[src/rtl/pulsegen_pkg.sv]
// Shared types for the pulse generator: FSM state encoding and default widths.
package pulsegen_pkg;

    typedef enum logic [1:0] {
        StIdle  = 2'd0,
        StAct   = 2'd1,
        StInact = 2'd2
    } state_e;

    localparam int unsigned DefBw  = 8;
    localparam int unsigned DefRcw = 8;

endpackage

[src/rtl/pulsegen_cnt.sv]
// Phase tick counter: counts refclk ticks, flags the tick that completes a phase of length term.
module pulsegen_cnt #(
    parameter int unsigned BW = 8
) (
    input  logic          clk,
    input  logic          rst_n,
    input  logic          clr,
    input  logic          en,
    input  logic [BW-1:0] term,
    output logic [BW-1:0] cnt,
    output logic          hit
);

    logic [BW-1:0] cnt_q, cnt_d;

    // term is never zero here, so term-1 cannot underflow.
    assign hit = en && (cnt_q == (term - BW'(1)));

    always_comb begin
        cnt_d = cnt_q;
        if (clr) begin
            cnt_d = '0;
        end else if (en) begin
            cnt_d = cnt_q + BW'(1);
        end
    end

    always_ff @(posedge clk or negedge rst_n) begin
        if (!rst_n) begin
            cnt_q <= '0;
        end else begin
            cnt_q <= cnt_d;
        end
    end

    assign cnt = cnt_q;

endmodule

[src/rtl/pulsegen.sv]
// GPIO pulse generator: N pulses or a continuous train with programmable active/inactive widths
// counted in refclk ticks, polarity-selectable pad output.
module pulsegen
    import pulsegen_pkg::*;
#(
    parameter int unsigned BW  = DefBw,
    parameter int unsigned RCW = DefRcw
) (
    input  logic           clk,
    input  logic           rst_n,
    input  logic           refclk,
    input  logic           pol,
    input  logic           start,
    input  logic           stop,
    input  logic [BW-1:0]  act_st,
    input  logic [BW-1:0]  inact_st,
    input  logic [RCW-1:0] rep_st,
    output logic           data_out,
    output logic           act_edge,
    output logic           inact_edge,
    output logic           busy,
    output logic           done
);

    state_e         state_q, state_d;
    logic           act_q, act_d;
    logic           act_edge_q, act_edge_d;
    logic           inact_edge_q, inact_edge_d;
    logic           done_q, done_d;
    logic [RCW-1:0] pcnt_q, pcnt_d;
    logic [BW-1:0]  act_lat_q, act_lat_d;
    logic [BW-1:0]  inact_lat_q, inact_lat_d;
    logic [RCW-1:0] rep_lat_q, rep_lat_d;

    logic          launch;
    logic          last;
    logic          cnt_clr;
    logic          cnt_en;
    logic          hit;
    logic [BW-1:0] term;
    logic [BW-1:0] cnt;

    assign launch  = (state_q == StIdle) && start && !stop;
    assign last    = (rep_lat_q != '0) && (pcnt_q == rep_lat_q);
    assign term    = (state_q == StInact) ? inact_lat_q : act_lat_q;
    assign cnt_en  = refclk && (state_q != StIdle);
    assign cnt_clr = (state_q == StIdle) || stop || hit;

    pulsegen_cnt #(
        .BW (BW)
    ) u_cnt (
        .clk   (clk),
        .rst_n (rst_n),
        .clr   (cnt_clr),
        .en    (cnt_en),
        .term  (term),
        .cnt   (cnt),
        .hit   (hit)
    );

    always_ff @(posedge clk or negedge rst_n) begin
        if (!rst_n) begin
            state_q      <= StIdle;
            act_q        <= 1'b0;
            act_edge_q   <= 1'b0;
            inact_edge_q <= 1'b0;
            done_q       <= 1'b0;
            pcnt_q       <= '0;
            act_lat_q    <= '0;
            inact_lat_q  <= '0;
            rep_lat_q    <= '0;
        end else begin
            state_q      <= state_d;
            act_q        <= act_d;
            act_edge_q   <= act_edge_d;
            inact_edge_q <= inact_edge_d;
            done_q       <= done_d;
            pcnt_q       <= pcnt_d;
            act_lat_q    <= act_lat_d;
            inact_lat_q  <= inact_lat_d;
            rep_lat_q    <= rep_lat_d;
        end
    end

    always_comb begin
        state_d = state_q;
        if (stop) begin
            state_d = StIdle;
        end else begin
            unique case (state_q)
                StIdle:  if (start) state_d = StAct;
                StAct:   if (hit) state_d = last ? StIdle : StInact;
                StInact: if (hit) state_d = StAct;
                default: state_d = StIdle;
            endcase
        end
    end

    always_comb begin
        act_d        = (state_d == StAct);
        act_edge_d   = act_d && !act_q;
        inact_edge_d = !act_d && act_q;
        done_d       = !stop && (state_q == StAct) && hit && last;

        act_lat_d   = act_lat_q;
        inact_lat_d = inact_lat_q;
        rep_lat_d   = rep_lat_q;
        pcnt_d      = pcnt_q;
        if (launch) begin
            act_lat_d   = (act_st == '0) ? BW'(1) : act_st;
            inact_lat_d = (inact_st == '0) ? BW'(1) : inact_st;
            rep_lat_d   = rep_st;
            pcnt_d      = RCW'(1);
        end else if (!stop && (state_q == StInact) && hit && (pcnt_q != '1)) begin
            // Only continuous mode can reach the ceiling; there it just sticks.
            pcnt_d = pcnt_q + RCW'(1);
        end
    end

    assign data_out   = pol ? act_q : ~act_q;
    assign act_edge   = act_edge_q;
    assign inact_edge = inact_edge_q;
    assign busy       = (state_q != StIdle);
    assign done       = done_q;

endmodule

[config.mk]
export PLATFORM = sky130hd
export DESIGN_NAME = pulsegen
export DESIGN_NICKNAME = d
export VERILOG_FILES = /design/src/rtl/pulsegen_pkg.sv /design/src/rtl/pulsegen_cnt.sv /design/src/rtl/pulsegen.sv
export SDC_FILE = /design/constraint.sdc
export NUM_CORES = 1
export LEC_CHECK = 0
export CORE_MARGIN = 2
export CORE_UTILIZATION = 55
export CTS_BUF_LIST = sky130_fd_sc_hd__clkbuf_2
export DETAILED_ROUTE_END_ITERATION = 12
export GPL_TIMING_DRIVEN = 0
export PLACE_DENSITY_LB_ADDON = 0.05
export SYNTH_ARGS = -nofsm -noshare
export SYNTH_HDL_FRONTEND = slang
export SYNTH_SLANG_ARGS = --single-unit
export TNS_END_PERCENT = 20
[constraint.sdc]
create_clock -name clk -period 4.2 [get_ports clk]
set_clock_uncertainty 0.15 [all_clocks]
set_input_delay 0.42 -clock clk [delete_from_list [all_inputs] [get_ports clk]]
set_output_delay 0.42 -clock clk [all_outputs]
set_load 0.03 [all_outputs]
==> reports/metrics.yaml <==
status:
  status: "complete, no violations"
sta:
  drv_slew: 0
  timing.setup.tns_ns: 0
  maxSlewHeadroom_pct: 51.9
  hold_violations: 0
  setup_violations: 0
  period_share_pct: 90.2
  rsz0062_at_grt: "no"
  fin_crit_ns: 3.79
  worst_pin_slew_ns: 0.720
  clock.fmax_ghz: 0.264
global_route:
  antenna_found_initial: 0
  grt_pass1_vias: 1810
  grt_max_degree: 32
  grt_remaining_overflow: 0
  grt_pass1_wl_um: 8700
  grt_usage_pct: 21.5
floorplanning:
  start_util_pct: 56.4
  dieHeight_um: 73.1
  boundaryPins: 35
  core-area_sq_um: 4660
  dieArea_sq_um: 5350
  die_w_um: 73.1
  placementRows: 25
clocking:
  cts_max_path_buffers: 2
  cts_buffers: 5
  clock_latency_ns: 0.41
  clock-root-buffer: "clkbuf_2"
  cts_resized: 0
  clk_pin_slew_worst_paths_ns: 0.23
  postCtsSetupRepairBufs: 0
  post_cts_hold_buffer_count: 1
  cts_htree_levels: 2
  cts_tree: "built"
  cts_sinks: 46
synthesis:
  synth-seq-area-share_pct: 43.8
  ys_ff_latch: 46
  netlist_area_sq_um: 2630
  ys_top_cells_by_area: "dfrtp_1 44%, mux2_2 9.0%, nor2_1 4.9%"
  ys_warn_count: 0
  synth.distinct_cells: 51
  synth_top_area_share_pct: 43.8
  synth-edff-count: 0
  synth_ff_type: "dfrtp_1"
  async_flop_share_pct: 100
  synth_area_leader_cell: "dfrtp_1"
  synth.avg_cell_area_sq_um: 10.6
  postSynthCellCount: 247
  syn_nets: 280
critical_path:
  critical_path_class: "reg -> reg"
  worstPathMaxFanout: 8
  cp.arrival_ns: 4.00
  start_kind: "flop"
  worstSetupEndpointType: "flop"
  cp.required_ns: 4.41
pwr:
  p_int_uw: 716
  leakagePower_nw: 1.35
  p_comb_share_pct: 23.3
  p_per_area_nw_per_um2: 324
  clkPwrFrac_pct: 23.0
  power_switching_share_pct: 29.1
  peakVddDrop_uv: 249
  seqPwrFrac_pct: 53.7
  power.net_switching_uw: 294
detailed_routing:
  drc: 0
  avgViaCountPerCell: 5.50
  ant_nets: 0
  post_drt_wl_per_cell_um: 14.8
  via_count: 1893
  drtIter0Drc: 62
  firstDrtPassIters: 4
  wl_um: 5090
placement:
  gp_congestion: 0.788
  dp_hpwl_um: 3910
  port_buffers: 34
  dp.cells: 336
worst_hold_path:
  hold_class: "in -> async"
cells_and_area:
  fillers: 398
  areaGrowthSynthToFinish_pct: 18.7
  final_cells: 344
  nNetsFinal: 323
  postLayoutCoreUtil_pct: 67.0
  layout-drive-gt1-share_pct: 18.3
  diodes: 0
flow_run:
  cap_violations: 0
==> worst max-delay path: stages, from the launching register on <==
cell	delay, ns
dfrtp_1	0.47
nor2b_1	0.16
buf_6	0.16
mux2_4	0.33
inv_1	0.10
ha_1	0.28
or4b_4	0.50
or3_1	0.31
nand3_1	0.10
o211ai_2	0.10
a21oi_2	0.18
nand4_1	0.25
mux2i_1	0.45
and2_1	0.19
==> layer usage <==
layer	routed length (um)	track usage [%]	up-vias	part of all wire, %
met5	0	0	-	0
met1	2630	31.2	899	52
met2	2190	31.9	32	43
met3	216	5.39	6	4.2
met4	58	5.97	0	1.1
li1	-	-	956	-
==> registers in the layout, indices dropped and copies added (netlist names) <==
name,count
act_lat_q,8
inact_lat_q,8
pcnt_q,8
rep_lat_q,8
u_cnt.cnt,8
state_q,2
act_edge,1
act_q,1
done,1
inact_edge,1
==> power groups by stage <==
stage / Sequential (mW) / Clock (mW) / Combinational, mW
finish: 0.543 / 0.232 / 0.235
CTS: 0.543 / 0.239 / 0.238
global route: 0.551 / 0.255 / 0.262
floorplan: 0.539 / 0 / 0.158
detailed placement: 0.552 / 0 / 0.236
global placement: 0.550 / 0 / 0.229
==> per-stage QoR <==
stage          setup WS, ns  cell area (sq um)  power (mW)  hold WS, ns
6_report              0.411               3120        1.01        0.272
5_1_grt               0.184               3120        1.07        0.272
4_1_cts               0.414               3120        1.02        0.266
3_5_place_dp          0.500               3050       0.787        0.225
3_3_place_gp          0.470               3040       0.778        0.309
2_1_floorplan         0.778               2630       0.697      -0.0256
==> Yosys cell counts (2+ instances only) <==
| master | n |
|---|---|
| inv_1 | 5 |
| nor3b_1 | 2 |
| xor2_1 | 13 |
| xnor2_1 | 14 |
| nand2_1 | 6 |
| mux2_4 | 2 |
| nand4_1 | 4 |
| nor2b_1 | 2 |
| nand3_1 | 7 |
| o21ai_0 | 3 |
| ha_1 | 3 |
| a31oi_1 | 2 |
| buf_6 | 2 |
| and3_1 | 4 |
| dfrtp_1 | 46 |
| nor4_1 | 6 |
| clkbuf_1 | 4 |
| mux2_2 | 21 |
| clkbuf_8 | 2 |
| nor3_1 | 6 |
| a21oi_1 | 8 |
| nand2b_1 | 9 |
| a31o_2 | 4 |
| mux2i_1 | 12 |
| nor2_1 | 34 |
==> worst paths after layout <==
path | from | endpoint | slack, ns | cells after the start
setup / recovery | state_q[0] | inact_edge | 0.41 | 13
hold / removal | rst_n | done | 0.27 | 2
setup reg to reg | state_q[0] | inact_edge | 0.41 | 13
hold reg to reg | act_q | act_edge | 0.33 | 1
max in group asynchronous | rst_n | act_q | 3.12 | 3
min in group clk | act_q | act_edge | 0.33 | 1
==> logic make-up (layout without fill, tap and decap cells) <==
group	Yosys count	after routing	synth area share [%]
fa+ha+maj	3	3	1.43
mux	36	36	15.2
compound gates	27	27	7.14
flops	46	46	43.8
buf+inv	16	59	4.24
xor+xnor	27	27	9.00
simple gates	92	92	19.2
==> layout by cell type, fill, tap and decap left out, types with 2 or more instances in the layout <==
cell             synthesis  final
dfrtp_1                 46     46
clkbuf_1                 4      4
ha_1                     3      3
nand4_1                  4      4
nor3b_1                  2      2
nor4_1                   6      6
nand2b_1                 9      9
nor3_1                   6      6
inv_1                    5      5
xnor2_1                 14     14
a31oi_1                  2      2
nor2b_1                  2      2
mux2i_1                 12     12
buf_2                    1      2
buf_6                    2      2
xor2_1                  13     13
nor2_1                  34     34
clkbuf_2                 0      5
a31o_2                   4      4
nand2_1                  6      6
mux2_4                   2      2
clkbuf_8                 2      2
clkdlybuf4s50_1          0     33
nand3_1                  7      7
a21oi_1                  8      8
and3_1                   4      4
o21ai_0                  3      3
mux2_2                  21     21
==> layout make-up <==
type | instances | area, sq um | share of cell area [%]
well taps | 54 | 67.6 | 2.17
clock buffers | 5 | 25.0 | 0.802
plain buffers | 11 | 92.6 | 2.97
flip-flops and latches | 46 | 1150 | 36.9
inverters | 5 | 18.8 | 0.601
clock inverters | 2 | 33.8 | 1.08
repair buffers | 36 | 365 | 11.7
multi-input cells | 185 | 1370 | 43.8
No activity file was read; power rests on OpenSTA's default activity.
